**src/rtl/multicycle_control.sv**
```systemverilog
// ---------------------------------------------------------------------------
// multicycle_control
//
// Moore sequencer for a multi-cycle MIPS datapath with one unified
// instruction/data memory. Each instruction walks through 3-5 states; every
// datapath enable and mux select is decoded from the registered state (plus
// op/funct), with mem_ready qualifying the memory-phase strobes.
//
// Handshake: mem_ready is a completion flag from memory. In FETCH, MEMRD and
// MEMWR the access strobe is held and the FSM waits in place until a cycle in
// which mem_ready=1; that cycle completes the access and the FSM advances.
// In every other state mem_ready is ignored.
//
// Ports
//   clock        in   rising-edge clock
//   reset        in   synchronous, active-low reset
//   op[5:0]      in   opcode from the instruction register
//   funct[5:0]   in   R-type function field
//   mem_ready    in   memory access completes this cycle
//   pcwrite      out  unconditional PC load
//   pcwritecond  out  PC load qualified by ALU zero
//   invertzero   out  invert the zero qualifier (bne)
//   iord         out  memory address select: 0=PC, 1=ALUOut
//   memread      out  memory read strobe
//   memwrite     out  memory write strobe
//   irwrite      out  instruction register load
//   memtoreg     out  register write data: 1=memory data, 0=ALUOut
//   regdst       out  destination register: 1=rd, 0=rt
//   regwrite     out  register file write
//   alusrca      out  ALU A: 0=PC, 1=register A
//   alusrcb[1:0] out  ALU B: 00=B, 01=4, 10=ext imm, 11=sext imm<<2
//   zeroext      out  zero-extend immediate (ori)
//   pcsrc[1:0]   out  PC source: 00=ALU, 01=ALUOut, 10=jump target
//   alucontrol   out  ALU op: 010 add, 110 sub, 000 and, 001 or, 111 slt
//   state[3:0]   out  current FSM state (debug)
//   illegal      out  unsupported op/funct detected this cycle
//   instr_done   out  final cycle of the current instruction
// ---------------------------------------------------------------------------
module multicycle_control (
    input  logic       clock,
    input  logic       reset,
    input  logic [5:0] op,
    input  logic [5:0] funct,
    input  logic       mem_ready,
    output logic       pcwrite,
    output logic       pcwritecond,
    output logic       invertzero,
    output logic       iord,
    output logic       memread,
    output logic       memwrite,
    output logic       irwrite,
    output logic       memtoreg,
    output logic       regdst,
    output logic       regwrite,
    output logic       alusrca,
    output logic [1:0] alusrcb,
    output logic       zeroext,
    output logic [1:0] pcsrc,
    output logic [2:0] alucontrol,
    output logic [3:0] state,
    output logic       illegal,
    output logic       instr_done
);

    typedef enum logic [3:0] {
        S_FETCH   = 4'd0,
        S_DECODE  = 4'd1,
        S_MEMADR  = 4'd2,
        S_MEMRD   = 4'd3,
        S_MEMWB   = 4'd4,
        S_MEMWR   = 4'd5,
        S_RTEXEC  = 4'd6,
        S_ALUWB   = 4'd7,
        S_BRANCH  = 4'd8,
        S_IMMEXEC = 4'd9,
        S_IMMWB   = 4'd10,
        S_JUMP    = 4'd11
    } state_t;

    localparam logic [5:0] OP_RTYPE = 6'b000000;
    localparam logic [5:0] OP_J     = 6'b000010;
    localparam logic [5:0] OP_BEQ   = 6'b000100;
    localparam logic [5:0] OP_BNE   = 6'b000101;
    localparam logic [5:0] OP_ADDI  = 6'b001000;
    localparam logic [5:0] OP_ORI   = 6'b001101;
    localparam logic [5:0] OP_LW    = 6'b100011;
    localparam logic [5:0] OP_SW    = 6'b101011;

    state_t     r_state;
    state_t     w_next;
    logic       w_op_mem;
    logic       w_op_branch;
    logic       w_op_imm;
    logic       w_funct_ok;
    logic [2:0] w_rt_alu;

    // Opcode classes used by the DECODE dispatch
    assign w_op_mem    = (op == OP_LW)  || (op == OP_SW);
    assign w_op_branch = (op == OP_BEQ) || (op == OP_BNE);
    assign w_op_imm    = (op == OP_ADDI) || (op == OP_ORI);

    // R-type funct decode; w_funct_ok=0 marks an unsupported funct
    always_comb begin
        w_funct_ok = 1'b1;
        w_rt_alu   = 3'b010;
        case (funct)
            6'b100000: w_rt_alu = 3'b010;
            6'b100010: w_rt_alu = 3'b110;
            6'b100100: w_rt_alu = 3'b000;
            6'b100101: w_rt_alu = 3'b001;
            6'b101010: w_rt_alu = 3'b111;
            default:   w_funct_ok = 1'b0;
        endcase
    end

    // State register
    always_ff @(posedge clock) begin
        if (!reset) begin
            r_state <= S_FETCH;
        end else begin
            r_state <= w_next;
        end
    end

    // Next-state logic
    always_comb begin
        w_next = S_FETCH;
        case (r_state)
            S_FETCH:   w_next = mem_ready ? S_DECODE : S_FETCH;
            S_DECODE: begin
                if (w_op_mem)               w_next = S_MEMADR;
                else if (op == OP_RTYPE)    w_next = S_RTEXEC;
                else if (w_op_branch)       w_next = S_BRANCH;
                else if (w_op_imm)          w_next = S_IMMEXEC;
                else if (op == OP_J)        w_next = S_JUMP;
                else                        w_next = S_FETCH;
            end
            S_MEMADR:  w_next = (op == OP_LW) ? S_MEMRD : S_MEMWR;
            S_MEMRD:   w_next = mem_ready ? S_MEMWB : S_MEMRD;
            S_MEMWB:   w_next = S_FETCH;
            S_MEMWR:   w_next = mem_ready ? S_FETCH : S_MEMWR;
            S_RTEXEC:  w_next = w_funct_ok ? S_ALUWB : S_FETCH;
            S_ALUWB:   w_next = S_FETCH;
            S_BRANCH:  w_next = S_FETCH;
            S_IMMEXEC: w_next = S_IMMWB;
            S_IMMWB:   w_next = S_FETCH;
            S_JUMP:    w_next = S_FETCH;
            default:   w_next = S_FETCH;
        endcase
    end

    // Output decode. While reset is low every strobe stays 0 and the
    // mux selects sit on the FETCH pattern so the datapath is quiescent.
    always_comb begin
        pcwrite     = 1'b0;
        pcwritecond = 1'b0;
        invertzero  = 1'b0;
        iord        = 1'b0;
        memread     = 1'b0;
        memwrite    = 1'b0;
        irwrite     = 1'b0;
        memtoreg    = 1'b0;
        regdst      = 1'b0;
        regwrite    = 1'b0;
        alusrca     = 1'b0;
        alusrcb     = 2'b00;
        zeroext     = 1'b0;
        pcsrc       = 2'b00;
        alucontrol  = 3'b010;
        illegal     = 1'b0;
        instr_done  = 1'b0;
        if (!reset) begin
            alusrcb = 2'b01;
        end else begin
            case (r_state)
                S_FETCH: begin
                    memread = 1'b1;
                    alusrcb = 2'b01;
                    irwrite = mem_ready;
                    pcwrite = mem_ready;
                end
                S_DECODE: begin
                    // Branch target precomputed into ALUOut
                    alusrcb = 2'b11;
                    if (!(w_op_mem || w_op_branch || w_op_imm ||
                          op == OP_RTYPE || op == OP_J)) begin
                        illegal    = 1'b1;
                        instr_done = 1'b1;
                    end
                end
                S_MEMADR: begin
                    alusrca = 1'b1;
                    alusrcb = 2'b10;
                end
                S_MEMRD: begin
                    iord    = 1'b1;
                    memread = 1'b1;
                end
                S_MEMWB: begin
                    memtoreg   = 1'b1;
                    regwrite   = 1'b1;
                    instr_done = 1'b1;
                end
                S_MEMWR: begin
                    iord       = 1'b1;
                    memwrite   = 1'b1;
                    instr_done = mem_ready;
                end
                S_RTEXEC: begin
                    alusrca    = 1'b1;
                    alucontrol = w_rt_alu;
                    illegal    = !w_funct_ok;
                    instr_done = !w_funct_ok;
                end
                S_ALUWB: begin
                    regdst     = 1'b1;
                    regwrite   = 1'b1;
                    instr_done = 1'b1;
                end
                S_BRANCH: begin
                    alusrca     = 1'b1;
                    alucontrol  = 3'b110;
                    pcsrc       = 2'b01;
                    pcwritecond = 1'b1;
                    invertzero  = (op == OP_BNE);
                    instr_done  = 1'b1;
                end
                S_IMMEXEC: begin
                    alusrca = 1'b1;
                    alusrcb = 2'b10;
                    if (op == OP_ORI) begin
                        alucontrol = 3'b001;
                        zeroext    = 1'b1;
                    end
                end
                S_IMMWB: begin
                    regwrite   = 1'b1;
                    instr_done = 1'b1;
                end
                S_JUMP: begin
                    pcsrc      = 2'b10;
                    pcwrite    = 1'b1;
                    instr_done = 1'b1;
                end
                default: begin
                end
            endcase
        end
    end

    assign state = r_state;

endmodule

```
**config.mk**
```make
export PLATFORM = sky130hd
export DESIGN_NAME = multicycle_control
export DESIGN_NICKNAME = d
export VERILOG_FILES = /design/src/rtl/multicycle_control.sv
export SDC_FILE = /design/constraint.sdc
export NUM_CORES = 1
export LEC_CHECK = 0
export BUFFER_PORTS_ARGS = -buffer_cell sky130_fd_sc_hd__clkbuf_2
export CAP_MARGIN = 20
export CORE_ASPECT_RATIO = 0.9
export CORE_UTILIZATION = 35
export DETAILED_ROUTE_END_ITERATION = 12
export GPL_ROUTABILITY_DRIVEN = 0
export MAX_ROUTING_LAYER = met4
export PLACE_DENSITY = 0.69
export SETUP_SLACK_MARGIN = 0.2
export SLEW_MARGIN = 20
export SYNTH_ARGS = -nofsm -noshare
export SYNTH_HDL_FRONTEND = slang
export SYNTH_SLANG_ARGS = --single-unit
```
**constraint.sdc**
```tcl
create_clock -name clock -period 2.1 [get_ports clock]
set_clock_uncertainty 0.2 [all_clocks]
set_input_delay 0.21 -clock clock [delete_from_list [all_inputs] [get_ports clock]]
set_output_delay 0.21 -clock clock [all_outputs]
set_load 0.1 [all_outputs]
```
### After elaboration in Yosys (flattened, before gate mapping)

Index checks and enable logic that the tools add are counted.

* register bits after elaboration: 4
* input bits: 15
* output and inout port bits: 25
* word-level logic and storage cells: 91

* equal/unequal tests: 23
* multiplexer cells: 50
* reduce and logical (&&, ||, !) cells: 17

Operators with widths (number)
* $eq A6 B6 Y1 const B: 7
* $mux W1: 29
* $pmux W4 S7: 1
* $mux W4: 5
* $eq A4 B3 Y1 const B: 4
* $eq A4 B4 Y1 const B: 4
* $mux W3: 5
* $eq A6 B3 Y1 const B: 2
* $eq A6 B4 Y1 const B: 2
* $pmux W3 S4: 1
* $reduce_or A5 Y1: 2
* $pmux W3 S3: 1
* $eq A4 B2 Y1 const B: 2
* $logic_or A1 B1 Y1: 7
* $eq A6 B2 Y1 const B: 1
* $logic_not A6 Y1: 1
* $mux W2: 3
* $pmux W2 S3: 1
* $reduce_or A2 Y1: 3
* $eq A4 B1 Y1 const B: 1
* $logic_not A4 Y1: 1
* $pmux W1 S2: 2
* $pmux W1 S4: 1
* $pmux W2 S2: 1
* 3 further kinds: 3

### Longest topological paths before layout

* depth in word-level cells: 9
* depth in mapped cells: 6

### Worst setup path before layout

No wires, ideal clock.

* path kind: register to output
* from: register r_state[1], in the netlist state[1]
* to: output pcwrite
* arrival: 4617 ps
* setup slack: -2927 ps
* cell stages (with the launch flop): 6
* path buffers: 2
* cell sequence: dfxtp_1 buf_4 buf_4 nand3_1 nor3b_1 or2_1

* longest elaborated chain between the ends: 3
* elaborated cells on any way between the ends: 4

Ends and longest elaborated chain
* start: declaration: RTL line 89 `state_t r_state;`
* start signal: assignment: RTL line 121 `r_state <= w_next;`
* $eq A4 B4 Y1 / $logic_not A4 Y1 (equally long branches): RTL line 175 `case (r_state)`
* $pmux W1 S2 (*): RTL line 175
* $mux W1 (*): RTL line 172 `if (!reset) begin`
* end: declaration: RTL line 45 `output logic pcwrite,`

Mark *: on every way between the ends. The rest lies on a longest branch, timed or not.

### Worst setup path after layout

* from: register r_state[0], in the netlist state[0]
* to: output instr_done

* longest elaborated chain between the ends: 4
* elaborated cells on any way between the ends: 11

Ends and longest elaborated chain
* $eq A4 B4 Y1 / $eq A4 B3 Y1 (equally long branches): RTL line 175
* $reduce_or A5 Y1 (no source line)
* $pmux W1 S4 (*): RTL line 175
* $mux W1 (*): RTL line 172
* end: declaration: RTL line 62 `output logic instr_done`

Marked as above.

==> results.py <==
metrics = {
    "grt": {
        "gr-total-overflow": 0,
        "antenna_found_initial": 0,
        "track_usage_pct": 26.7,
        "grt_max_degree": 12,
        "grt_pass1_vias": 1130,
        "grt_first_pass_wirelength_um": 5070,
    },
    "worst_setup_path": {
        "r2r-end": "state[0]",
        "end_kind": "output pin",
        "cp.arrival_ns": 1.68,
        "worstPathMaxFanout": 4,
        "r2r_start": "state[0]",
        "critical_path_required_ns": 1.69,
        "critPathKind": "flop to output pin",
        "reg2reg_slack_ns": 0.22,
        "startpoint_type": "flop",
        "ff2ff_path_depth": 8,
    },
    "timing": {
        "setup_tns_ns": 0,
        "worst_pin_slew_ns": 0.547,
        "slew_viol_final": 0,
        "relSlewSlack_pct": 63.7,
        "fin_crit_ns": 2.09,
        "rsz0062_at_grt": "true",
        "max_freq_mhz": 479,
        "setup_viol": 0,
        "hold_viol_final": 0,
        "finalCritPeriodShare_pct": 99.4,
    },
    "placed_design": {
        "port_buffers": 39,
        "place_hpwl_um": 2110,
        "dpl-instance-area_sq_mm": 0.00144,
    },
    "clock_tree": {
        "cts_buffer_depth": 2,
        "cts_tree": "yes",
        "cts_buffers": 3,
        "insertion_delay_ns": 0.25,
        "path_clk_slew_ns": 0.04,
        "clockRootBuffer": "clkbuf_4",
        "clock_sinks": 4,
        "holdBufCountCts": 0,
        "htreeDepth": 1,
    },
    "route": {
        "wirelength_um": 4260,
        "vias": 1377,
        "drtIter0Drc": 92,
        "vias_per_cell": 6.32,
        "drt-pass1-iter-count": 5,
        "drtAntennaViolNets": 0,
        "drcViolationCount": 0,
        "avgRoutedWirePerCell_um": 19.6,
    },
    "logic_synthesis": {
        "syn_nets": 138,
        "synth_area_sq_um": 837,
        "synth.distinct_cells": 49,
        "synth.avg_cell_area_sq_um": 6.81,
        "synth-seq-cells": 4,
        "synth.area.top_cells": "dfxtp_1 (9.6%), nor2_1 (9.4%), nand2b_1 (5.2%)",
        "synth_edf_count": 0,
        "ys_seq_area_share_pct": 9.57,
        "ys_async_sr_fraction_pct": 0,
        "synth_ff_type": "dfxtp_1",
        "yosysTopAreaCellShare_pct": 9.57,
        "yosys_warnings": 0,
        "synthCells": 123,
        "yosysMostFrequentCell": "nor2_1",
        "synth_common_cells": "nor2_1 (21), buf_2 (8), nand2b_1 (7), nand4_1 (7)",
        "yosys.area.top_type": "dfxtp_1",
    },
    "min_path": {
        "hold_class": "primary input to flop",
        "min_to": "state[2]",
        "hold_start": "op[4]",
        "hold_path_depth": 4,
    },
    "die": {
        "row_count": 16,
        "die_h_um": 48.4,
        "chipWidth_um": 53.6,
        "start_util_pct": 37.7,
        "die_area_sq_mm": 0.00259,
        "design.core.area_sq_mm": 0.00222,
        "ios": 40,
    },
    "layout": {
        "antenna_cells": 0,
        "drive_above_1_share_pct": 66.0,
        "largest_reg_flops": 4,
        "nets": 208,
        "finish.instance_area_sq_mm": 0.00192,
        "syn_to_final_growth_pct": 129,
    },
    "power": {
        "powerDensity_mw_per_mm2": 246,
        "leakagePower_uw": 0.000733,
        "ir_drop_v": 0.000266,
    },
    "outcome": {
        "status": "completed",
    },
    "flow_run": {
        "maxCapViolCount": 0,
    },
}
where the power goes:
part	internal, uW	leakage [uW]	switching (uW)
clock network	64.7	0.0000138	43.2
registers	74.3	0.0000355	3.57
logic	114	0.000683	172
total	253	0.000733	219
critical path, cell delays in order (launching register included):
cell      delay, ns
dfxtp_4        0.36
buf_6          0.13
nand2b_1       0.10
nor2_1         0.09
o32a_1         0.39
a21oi_4        0.16
buf_12         0.19
cell type report:
class,instances,area [sq um]
Sequential cell,4,95.1
Clock buffer,3,22.5
Multi-Input combinational cell,105,936
Tap cell,27,33.8
Timing Repair Buffer,77,822
Inverter,2,7.51
Fill cell,110,305
kinds of logic (layout without fill, tap and decap cells):
family	after synthesis	in the layout	share of synthesized area, %
buffers and inverters	14	82	9.72
XOR/XNOR	4	4	5.08
flip-flops	4	4	9.57
AO/OA/AOI/OAI	30	30	25.9
multiplexers	1	1	1.20
AND/OR/NAND/NOR	70	70	48.6
metal layers:
| metal | global-route usage (%) | wire, um |
|---|---|---|
| met2 | 42.1 | 1990 |
| met4 | 4.82 | 246 |
| met3 | 4.72 | 448 |
| met1 | 35.4 | 1580 |
| met5 | - | 0 |
timing repair:
action	in CTS	in global routing
hold endpoints to repair	0	0
buffers inserted	19	11
pin swaps	5	11
resized for setup	18	31
setup endpoints to repair	12	15
worst max-delay path by stage:
stage	from	to	slack, ns	cells past startpoint
3_3_place_gp	op[1]	alucontrol[0]	0.20	6
4_1_cts	state[0]	instr_done	0.03	6
3_5_place_dp	op[1]	alucontrol[0]	0.14	6
6_report	state[0]	instr_done	0.01	6
5_1_grt	state[0]	instr_done	-0.03	6
2_1_floorplan	state[1]	pcwrite	-0.55	5
per-stage QoR:
| stage | power, uW | std cells | utilization (%) | worst slack (ns) | hold WS [ns] |
|---|---|---|---|---|---|
| after floorplan | 240 | 123 | - | -0.552 | 0.214 |
| after global placement | 295 | 185 | 64.6 | 0.197 | 0.385 |
| after detailed placement | 299 | 185 | 64.6 | 0.136 | 0.389 |
| after CTS | 431 | 207 | 76.4 | 0.0287 | 0.170 |
| after global routing | 489 | 218 | 86.3 | -0.0271 | 0.214 |
| final | 472 | 218 | 86.3 | 0.0135 | 0.213 |
layout by cell type, fill, tap and decap left out, types with 4 or more instances in the layout:
cell	n
nor2_2	4
buf_4	28
nand2b_1	5
buf_6	10
nor2_1	12
buf_12	17
clkbuf_2	18
nor2_4	6
dfxtp_4	4
nand4_1	7
Note: power is estimated with default switching activity, not from simulation.
